### src/rtl/sr_reg_bank_if.sv
// Bus bundle for sr_reg_bank: control/data inputs and registered status outputs.
interface sr_reg_bank_if #(
  parameter int WIDTH = 8,
  parameter int CNT_W = 8
);
  logic             en;
  logic             load;
  logic [WIDTH-1:0] d;
  logic [WIDTH-1:0] s;
  logic [WIDTH-1:0] r;
  logic             conflict_clr;
  logic [WIDTH-1:0] q;
  logic [WIDTH-1:0] q_n;
  logic [WIDTH-1:0] rise;
  logic [WIDTH-1:0] fall;
  logic             conflict;
  logic [CNT_W-1:0] conflict_cnt;

  modport master (
    output en, load, d, s, r, conflict_clr,
    input  q, q_n, rise, fall, conflict, conflict_cnt
  );
  modport slave (
    input  en, load, d, s, r, conflict_clr,
    output q, q_n, rise, fall, conflict, conflict_cnt
  );
endinterface

### src/rtl/sr_reg_bank.sv
// Bank of WIDTH clocked SR flip-flops with selectable S=R=1 policy, parallel
// load, registered edge pulses and a sticky/saturating conflict monitor.
module sr_lane #(
  parameter int MODE = 0
) (
  input  logic q,
  input  logic s,
  input  logic r,
  input  logic en,
  input  logic load,
  input  logic d,
  output logic q_next
);
  always_comb begin
    q_next = q;
    if (load) begin
      q_next = d;
    end else if (en) begin
      unique case ({s, r})
        2'b10:   q_next = 1'b1;
        2'b01:   q_next = 1'b0;
        2'b11: begin
          case (MODE)
            1:       q_next = 1'b1;
            2:       q_next = 1'b0;
            3:       q_next = ~q;
            default: q_next = q;
          endcase
        end
        default: q_next = q;
      endcase
    end
  end
endmodule

module sr_reg_bank #(
  parameter int               WIDTH     = 8,
  parameter int               MODE      = 0,
  parameter logic [WIDTH-1:0] RESET_VAL = '0,
  parameter int               CNT_W     = 8
) (
  input  logic         clk,
  input  logic         rst,
  sr_reg_bank_if.slave bus
);
  localparam logic [CNT_W-1:0] CNT_MAX = '1;

  logic [WIDTH-1:0] q_r, q_next, rise_r, fall_r;
  logic             conflict_r, conflict_cyc;
  logic [CNT_W-1:0] cnt_r;

  for (genvar i = 0; i < WIDTH; i++) begin : g_lane
    sr_lane #(.MODE(MODE)) u_lane (
      .q      (q_r[i]),
      .s      (bus.s[i]),
      .r      (bus.r[i]),
      .en     (bus.en),
      .load   (bus.load),
      .d      (bus.d[i]),
      .q_next (q_next[i])
    );
  end

  // One conflict cycle counts once no matter how many bits collide.
  assign conflict_cyc = ~bus.load & bus.en & (|(bus.s & bus.r));

  always_ff @(posedge clk) begin
    if (rst) begin
      q_r    <= RESET_VAL;
      rise_r <= '0;
      fall_r <= '0;
    end else begin
      q_r    <= q_next;
      rise_r <= ~q_r & q_next;
      fall_r <= q_r & ~q_next;
    end
  end

  // A same-cycle conflict wins over clear, restarting the count at 1.
  always_ff @(posedge clk) begin
    if (rst) begin
      conflict_r <= 1'b0;
      cnt_r      <= '0;
    end else if (bus.conflict_clr) begin
      conflict_r <= conflict_cyc;
      cnt_r      <= conflict_cyc ? CNT_W'(1) : '0;
    end else if (conflict_cyc) begin
      conflict_r <= 1'b1;
      if (cnt_r != CNT_MAX) cnt_r <= cnt_r + CNT_W'(1);
    end
  end

  assign bus.q            = q_r;
  assign bus.q_n          = ~q_r;
  assign bus.rise         = rise_r;
  assign bus.fall         = fall_r;
  assign bus.conflict     = conflict_r;
  assign bus.conflict_cnt = cnt_r;
endmodule
### src/flat_wrapper.sv
// flat-port wrapper written by rule: the top's interface ports become plain ports
module sr_reg_bank_flat 
#(
  parameter int               WIDTH     = 8,
  parameter int               MODE      = 0,
  parameter logic [WIDTH-1:0] RESET_VAL = '0,
  parameter int               CNT_W     = 8
)
  (clk, rst, bus_en, bus_load, bus_d, bus_s, bus_r, bus_conflict_clr, bus_q, bus_q_n, bus_rise, bus_fall, bus_conflict, bus_conflict_cnt);
  sr_reg_bank_if #(.WIDTH(WIDTH), .CNT_W(CNT_W)) bus_i ();
  input  logic clk;
  input  logic rst;
  input wire logic [$bits(bus_i.en)-1:0] bus_en;
  input wire logic [$bits(bus_i.load)-1:0] bus_load;
  input wire logic [$bits(bus_i.d)-1:0] bus_d;
  input wire logic [$bits(bus_i.s)-1:0] bus_s;
  input wire logic [$bits(bus_i.r)-1:0] bus_r;
  input wire logic [$bits(bus_i.conflict_clr)-1:0] bus_conflict_clr;
  output wire logic [$bits(bus_i.q)-1:0] bus_q;
  output wire logic [$bits(bus_i.q_n)-1:0] bus_q_n;
  output wire logic [$bits(bus_i.rise)-1:0] bus_rise;
  output wire logic [$bits(bus_i.fall)-1:0] bus_fall;
  output wire logic [$bits(bus_i.conflict)-1:0] bus_conflict;
  output wire logic [$bits(bus_i.conflict_cnt)-1:0] bus_conflict_cnt;
  assign bus_i.en = bus_en;
  assign bus_i.load = bus_load;
  assign bus_i.d = bus_d;
  assign bus_i.s = bus_s;
  assign bus_i.r = bus_r;
  assign bus_i.conflict_clr = bus_conflict_clr;
  assign bus_q = bus_i.q;
  assign bus_q_n = bus_i.q_n;
  assign bus_rise = bus_i.rise;
  assign bus_fall = bus_i.fall;
  assign bus_conflict = bus_i.conflict;
  assign bus_conflict_cnt = bus_i.conflict_cnt;
  sr_reg_bank #(.WIDTH(WIDTH), .MODE(MODE), .RESET_VAL(RESET_VAL), .CNT_W(CNT_W)) u_core (.clk(clk), .rst(rst), .bus(bus_i));
endmodule
### config.mk
export PLATFORM = sky130hd
export DESIGN_NAME = sr_reg_bank_flat
export DESIGN_NICKNAME = d
export VERILOG_FILES = /design/src/rtl/sr_reg_bank_if.sv /design/src/rtl/sr_reg_bank.sv /design/src/flat_wrapper.sv
export SDC_FILE = /design/constraint.sdc
export NUM_CORES = 1
export LEC_CHECK = 0
export BUFFER_PORTS_ARGS = -buffer_cell sky130_fd_sc_hd__buf_2
export CAP_MARGIN = 20
export CORE_MARGIN = 1.5
export CORE_UTILIZATION = 43
export DETAILED_ROUTE_END_ITERATION = 10
export PLACE_DENSITY = 0.76
export SLEW_MARGIN = 20
export SYNTH_ARGS = -nofsm -noshare
export SYNTH_HDL_FRONTEND = slang
export SYNTH_SLANG_ARGS = --single-unit
export TNS_END_PERCENT = 1
### constraint.sdc
create_clock -name clk -period 1.6 [get_ports clk]
set_clock_uncertainty 0.1 [all_clocks]
set_input_delay 0.08 -clock clk [delete_from_list [all_inputs] [get_ports clk]]
set_output_delay 0.08 -clock clk [all_outputs]
set_load 0.1 [all_outputs]
==> impl_metrics.csv, run 1 <==
group,metric,value,unit
power_and_ir_drop,irDropWorstVdd,0.000568,V
routing,num_vias,1569,
logic_synthesis,ys_ff_latch,33,
logic_synthesis,netlist_top_cells_count,"33 x dfxtp_1, 18 x inv_1, 17 x ha_1, 11 x nor2_1",
routing,routed_wl,4010,µm
die,initial_core_util,45.1,%
layout,fin_nets,306,
routing,firstDrtPassIters,4,
setup_path,slowest_delay,0.43,ns
sta,worst_pin_slew,0.649,ns
routing,route.detailed.drc,0,
setup_path,reg2reg_depth,5,
logic_synthesis,synth_nets,220,
status,status,"complete, no violations",
job,drv_cap,0,
power_and_ir_drop,seq_power_share,40.7,%
logic_synthesis,ys_warn_count,0,
power_and_ir_drop,power.share.clock,28.3,%
sta,fin_ws,0.0252,ns
die,die_w,65.0,µm
layout,drive_above_1_share,45.2,%
power_and_ir_drop,p_int,0.00132,W
clock_network,ctsLongestPathBuffers,2,
power_and_ir_drop,p_comb_share,31.1,%
setup_path,required,1.71,ns
sta,drv_slew,0,
power_and_ir_drop,power.switching,0.000836,W
power_and_ir_drop,power_density,925,nW/µm²
setup_path,crit_type,"register to register",
worst_hold_path,min_to,"u_core.bus.conflict_cnt[3]$_SDFFE_PP0P_",
setup_path,startpoint_type,"register",
setup_path,cpMaxStageDelayCell,"or4_1",
setup_path,cp.arrival,1.69,ns
place,dp.cells,290,
logic_synthesis,synthArstFlopShare,0,%
sta,grt_setup_unrepaired,"true",
routing,ant_nets,0,
logic_synthesis,syn_area_per_cell,9.48,µm²
clock_network,cts_root_buf,"clkbuf_8",
place,portBuffers,69,
worst_hold_path,hp-class,"input port to register",
clock_network,cts_buffers,5,
grt,grt_antenna_before_repair,0,
grt,grt_first_pass_wirelength,6430,µm
logic_synthesis,synthTopCellsByArea,"dfxtp_1 40%, ha_1 13%, mux2_2 5.5%",
sta,fin_crit_sh,98.4,%
logic_synthesis,synth_cell_types,34,
die,io_pins,70,
clock_network,clock_sinks,33,
layout,diodes,0,
clock_network,htreeDepth,2,
setup_path,path_max_fanout,4,
logic_synthesis,synth-main-ff-cell,"dfxtp_1",
sta,period_minus_slack,1.57,ns
place,hpwl,2920,µm
die,rows,22,
place,gp_congestion,0.913,
setup_path,crit_chain,"ha_4 > and3_4 > and2_4 > or4_1 > a21oi_2",
setup_path,timing.rr.end,"u_core.bus.conflict_cnt[3]$_SDFFE_PP0P_",
setup_path,end_kind,"register",
logic_synthesis,netlist_instances,174,
routing,drtIter0Drc,71,
logic_synthesis,ys_seq_area_share,40.0,%
power_and_ir_drop,p_sw_share,38.8,%
grt,grt_pass1_vias,1494,
layout,area_delta_synth_final,40.9,%
setup_path,reg2reg_setup_slack,0.03,ns
routing,viasPerCell,5.08,
die,die_area,4220,µm²
logic_synthesis,synth_top_cell_by_area,"dfxtp_1",
grt,gr-total-overflow,0,
layout,final_cells,309,
sta,fmax,635,MHz
logic_synthesis,synth_edf_count,0,
grt,grt_usage,20.0,%
grt,grt_start_max_net_pins,28,
die,die_y,65.0,µm
die,core_area,3660,µm²
power_and_ir_drop,leakagePower,1.15,nW
layout,fillCellCount,326,
logic_synthesis,yosys.area.top_type_share,40.0,%
clock_network,worstSkewPairLatency,0.29,ns
sta,relSlewSlack,56.5,%
sta,final_hold_viol_count,0,
routing,avgRoutedWirePerCell,13.0,µm
place,dpl_worst_slack,-0.171,ns
logic_synthesis,syn-cell-area,1650,µm²
worst_hold_path,min_path_cells,3,
setup_path,crit_start,"u_core.bus.conflict_cnt[1]$_SDFFE_PP0P_",
worst_hold_path,hp-start,"rst",
setup_path,r2r-start,"u_core.bus.conflict_cnt[1]$_SDFFE_PP0P_",
logic_synthesis,yosysMostFrequentCell,"dfxtp_1",
sta,setup_violations,0,
clock_network,cts.reportedPaths.clkPinSlew,0.07,ns
clock_network,cts_tree,"yes",
-- power groups by stage --
| stage | Combinational, W | Clock [W] | Sequential [W] |
|---|---|---|---|
| after CTS | 0.000664 | 0.000619 | 0.000876 |
| after floorplan | 0.000351 | 0 | 0.00107 |
| after global placement | 0.000641 | 0 | 0.000893 |
| after detailed placement | 0.000647 | 0 | 0.000894 |
| final | 0.000669 | 0.000608 | 0.000875 |
| after global routing | 0.000701 | 0.000651 | 0.000880 |
-- what timing repair did --
item                       CTS  global route
setup buffers                3             0
hold buffers                 8             0
hold endpoints to repair     8             0
gates resized for setup      1             6
pin swaps                    2             1
setup endpoints to repair    1             8
-- worst max-delay path by stage --
stage	end	slack, ns	cells past startpoint
floorplan	u_core.bus.conflict_cnt[3]$_SDFFE_PP0P_	-0.1	5
CTS	u_core.bus.conflict_cnt[4]$_SDFFE_PP0P_	0.002	6
global route	u_core.bus.conflict_cnt[3]$_SDFFE_PP0P_	-0.002	5
global placement	u_core.bus.conflict_cnt[6]$_SDFFE_PP0P_	-0.16	6
detailed placement	u_core.bus.conflict_cnt[6]$_SDFFE_PP0P_	-0.17	6
finish	u_core.bus.conflict_cnt[3]$_SDFFE_PP0P_	0.03	5
-- final cells by class --
cell class	count	area, µm²	area share [%]
clock buffer	5	68.8	2.96
clock inverter	3	16.3	0.699
inverter	18	67.6	2.90
multi-input combinational	109	890	38.2
sequential	33	678	29.2
tap	48	60.1	2.58
timing repair buffer	93	546	23.5
-- cells in the final DEF (no fill, tap or decap), types with 2 or more instances in the layout --
cell type / Yosys / final
o21ai_0: 3 / 3
nor2b_1: 4 / 4
nor2_1: 11 / 11
mux2_2: 8 / 8
a21oi_1: 7 / 6
nand2b_1: 5 / 5
dfxtp_2: 0 / 5
dfxtp_4: 0 / 3
nor3b_1: 8 / 8
nand3_1: 4 / 4
nand2_1: 4 / 4
a211oi_1: 2 / 2
buf_4: 8 / 16
clkbuf_8: 0 / 5
ha_1: 17 / 16
dlygate4sd3_1: 0 / 8
buf_2: 2 / 69
o41ai_1: 3 / 2
o311ai_2: 0 / 2
dfxtp_1: 33 / 25
nor3_1: 8 / 8
nor4_1: 3 / 2
inv_1: 18 / 18
mux2i_1: 8 / 8
clkinv_2: 0 / 2
-- registers in the layout (all words and copies together), names as in the netlist --
signal                   count
u_core.bus.q                 8
u_core.bus.conflict          1
u_core.bus.rise              8
u_core.bus.fall              8
u_core.bus.conflict_cnt      8
-- worst max-delay path, delay by kind of cell (launching register included) --
family                     cells  cell delay (ns)
AOI/OAI and AO/OA              1             0.13
DFF                            1             0.35
and+or+nand+nor                3             0.75
adders and majority gates      1             0.16
-- cell families after synthesis --
group           after synthesis  synth area share (%)
buf+inv                      32                  9.25
flops                        33                  40.0
compound gates               21                  8.79
simple gates                 55                  18.7
mux                          16                  10.3
fa+ha+maj                    17                  12.9
-- metal layers --
metal | routed length (µm) | track usage (%) | vias to the layer above
met2 | 2000 | 35.4 | 54
met1 | 1690 | 21.8 | 741
li1 | - | - | 766
met4 | 74 | 9.84 | 0
met3 | 246 | 5.38 | 8
met5 | 0 | 0 | -
-- through the flow --
step / setup TNS (ns) / total power (W) / hold slack (ns) / instance area [µm²] / utilization (%)
after detailed placement: -1.11 / 0.00154 / 0.266 / 2110 / 57.5
after CTS: 0 / 0.00216 / 0.0309 / 2290 / 62.6
final: 0 / 0.00215 / 0.0536 / 2330 / 63.5
after floorplan: -0.0990 / 0.00142 / 0.154 / 1690 / -
after global routing: -0.00169 / 0.00223 / 0.0600 / 2330 / 63.5
after global placement: -0.964 / 0.00153 / 0.261 / 2110 / 57.5
Note: power is estimated with default switching activity, not from simulation.
==> run 2: changes to the inputs <==
--- a/config.mk
+++ b/config.mk
@@ -8,11 +8,12 @@
 export BUFFER_PORTS_ARGS = -buffer_cell sky130_fd_sc_hd__buf_2
 export CAP_MARGIN = 20
 export CORE_MARGIN = 1.5
-export CORE_UTILIZATION = 43
+export CORE_UTILIZATION = 42
 export DETAILED_ROUTE_END_ITERATION = 10
-export PLACE_DENSITY = 0.76
+export PLACE_DENSITY = 0.75
 export SLEW_MARGIN = 20
 export SYNTH_ARGS = -nofsm -noshare
 export SYNTH_HDL_FRONTEND = slang
+export SYNTH_HIERARCHICAL = 1
 export SYNTH_SLANG_ARGS = --single-unit
 export TNS_END_PERCENT = 1
==> impl_metrics.csv, run 2 <==
group,metric,value,unit
routing,wl_met2,2040,µm
logic_synthesis,netlist_instances,174,
sta,fmax,630,MHz
die,die_w,64.5,µm
logic_synthesis,synthArstFlopShare,0,%
setup_path,r2r-start,"u_core/bus.conflict_cnt[2]$_SDFFE_PP0P_",
job,drv_cap,0,
die,io_pins,70,
clock_network,ctsLongestPathBuffers,2,
layout,multi_input_area,896,µm²
grt,grt_first_pass_wirelength,5970,µm
grt,gr-total-overflow,0,
layout,drive_above_1_share,46.2,%
routing,drt-met1-wl,1640,µm
sta,grt_setup_unrepaired,"true",
grt,grt_pass1_vias,1370,
routing,firstDrtPassIters,4,
layout,final_cell_mix,"69 x buf_2, 18 x nor2b_1, 17 x dfxtp_1",
logic_synthesis,yosysMostFrequentCell,"dfxtp_1",
layout,seqCellArea,693,µm²
place,hpwl,2790,µm
sta,relSlewSlack,67.5,%
clock_network,worstSkewPairLatency,0.27,ns
routing,ant_nets,0,
power_and_ir_drop,p_total,0.00208,W
clock_network,cts_buffers,5,
logic_synthesis,ys_warn_count,6,
power_and_ir_drop,power_density,897,nW/µm²
die,rows,22,
logic_synthesis,synthTopCellsByArea,"dfxtp_1 42%, ha_1 7.1%, nor2b_1 7.1%",
logic_synthesis,ys_seq_area_share,41.5,%
place,gp_congestion,0.914,
routing,route.detailed.drc,0,
worst_hold_path,min_path_cells,4,
grt,grt_antenna_before_repair,0,
clock_network,cts_tree,"yes",
sta,whs,0.00539,ns
setup_path,timing.rr.end,"u_core/bus.conflict_cnt[7]$_SDFFE_PP0P_",
sta,drv_slew,0,
logic_synthesis,yosys.area.top_type_share,41.5,%
layout,area_delta_synth_final,45.6,%
routing,top_layer,"met4",
worst_hold_path,min_to,"u_core/bus.fall[4]$_SDFF_PP0_",
routing,avgRoutedWirePerCell,12.5,µm
clock_network,cts.reportedPaths.clkPinSlew,0.07,ns
grt,grt_start_max_net_pins,25,
sta,tns,0,ns
setup_path,reg2reg_setup_slack,0.01,ns
worst_hold_path,hp-class,"input port to register",
worst_hold_path,hp-start,"bus_d[4]",
sta,fin_crit_sh,99.2,%
layout,final_common_cell,"buf_2",
clock_network,cts_root_buf,"clkbuf_8",
logic_synthesis,netlist_top_cells_count,"33 x dfxtp_1, 24 x inv_1, 18 x nor2b_1, 11 x nand2_1, 9 x ha_1",
logic_synthesis,synth_cell_types,34,
die,die_y,64.5,µm
layout,diodes,0,
place,post_dp_cell_area,2110,µm²
logic_synthesis,synth-main-ff-cell,"dfxtp_1",
power_and_ir_drop,irDropWorstVdd,0.000552,V
layout,fin_nets,299,
setup_path,reg2reg_depth,4,
layout,stdcell_area,2310,µm²
setup_path,path_max_fanout,6,
grt,grt_usage,18.3,%
sta,setup_violations,0,
clock_network,htreeDepth,2,
logic_synthesis,syn-cell-area,1590,µm²
status,status,"complete, no violations",
setup_path,crit_type,"register to register",
setup_path,cp.arrival,1.69,ns
sta,period_minus_slack,1.59,ns
logic_synthesis,synth_top_cell_by_area,"dfxtp_1",
setup_path,end_kind,"register",
clock_network,clock_sinks,33,
setup_path,startpoint_type,"register",
logic_synthesis,ys_ff_latch,33,
logic_synthesis,synth_edf_count,0,
power_and_ir_drop,leakagePower,1.03,nW
place,portBuffers,69,
die,initial_core_util,43.4,%
routing,routed_wl,3870,µm
routing,num_vias,1527,
routing,met3_length,167,µm
sta,worst_pin_slew,0.491,ns
routing,viasPerCell,4.93,
layout,fillCellCount,338,
die,core_area,3660,µm²
setup_path,required,1.71,ns
logic_synthesis,synth_nets,212,
routing,drtIter0Drc,76,
sta,final_hold_viol_count,0,
die,die_area,4160,µm²
logic_synthesis,syn_area_per_cell,9.14,µm²
==> run 2: per-stage QoR <==
step                setup WS, ns  utilization (%)  cells
floorplan                 -0.209                -    174
global placement          0.0731             57.7    295
detailed placement        0.0150             57.7    295
CTS                      0.00654             61.7    309
global route             -0.0175             63.2    310
finish                    0.0123             63.2    310
==> run 2: layout make-up <==
cell class | instances | area share [%]
timing repair buffer | 83 | 20.1
sequential | 33 | 29.9
tap | 48 | 2.59
inverter | 24 | 5.19
clock buffer | 8 | 3.46
multi-input combinational | 114 | 38.7
==> run 2: worst max-delay path: stages (launching register included) <==
cell and delay, ns:
dfxtp_4 0.40, and3_4 0.22, o2111ai_4 0.14, or4_4 0.54, a21oi_2 0.12
==> run 2: logic make-up after synthesis <==
logic type / count (synthesis) / share of synthesized area (%)
flops: 33 / 41.5
buf+inv: 27 / 6.37
mux: 1 / 0.629
compound gates: 32 / 16.1
fa+ha+maj: 9 / 7.08
simple gates: 72 / 28.2
==> run 2: timing repair <==
item / CTS / global route
endpoints found under the hold margin: 6 / 0
gates cloned: 0 / 0
buffers inserted: 0 / 1
hold buffers: 6 / 0
resized for setup: 1 / 9
pin swaps: 0 / 6
setup endpoints to repair: 2 / 3
==> run 2: power breakdown <==
group,internal [W],leakage (nW),switching (W)
sequential,0.000853,0.278,0.0000231
combinational,0.000151,0.716,0.000472
clock,0.000309,0.0395,0.000270
==> run 2: worst max-delay path by stage <==
| stage | end | from | slack (ns) | depth (start not counted) |
|---|---|---|---|---|
| 5_1_grt | u_core/bus.conflict_cnt[7]$_SDFFE_PP0P_ | u_core/bus.conflict_cnt[2]$_SDFFE_PP0P_ | -0.02 | 4 |
| 3_3_place_gp | u_core/bus.conflict_cnt[5]$_SDFFE_PP0P_ | u_core/bus.conflict_cnt[0]$_SDFFE_PP0P_ | 0.07 | 5 |
| 6_report | u_core/bus.conflict_cnt[7]$_SDFFE_PP0P_ | u_core/bus.conflict_cnt[2]$_SDFFE_PP0P_ | 0.01 | 4 |
| 2_1_floorplan | u_core/bus.rise[1]$_SDFF_PP0_ | u_core/bus.q[1]$_SDFF_PP0_ | -0.21 | 2 |
| 4_1_cts | u_core/bus.conflict_cnt[5]$_SDFFE_PP0P_ | u_core/bus.conflict_cnt[0]$_SDFFE_PP0P_ | 0.007 | 5 |
| 3_5_place_dp | u_core/bus.conflict_cnt[5]$_SDFFE_PP0P_ | u_core/bus.conflict_cnt[0]$_SDFFE_PP0P_ | 0.01 | 5 |
==> run 2: per-layer routing <==
| metal | vias to the layer above | track usage (%) |
|---|---|---|
| met5 | - | 0 |
| met4 | 0 | 5.59 |
| met2 | 40 | 33.2 |
| li1 | 790 | - |
| met3 | 2 | 4.17 |
| met1 | 695 | 21.3 |
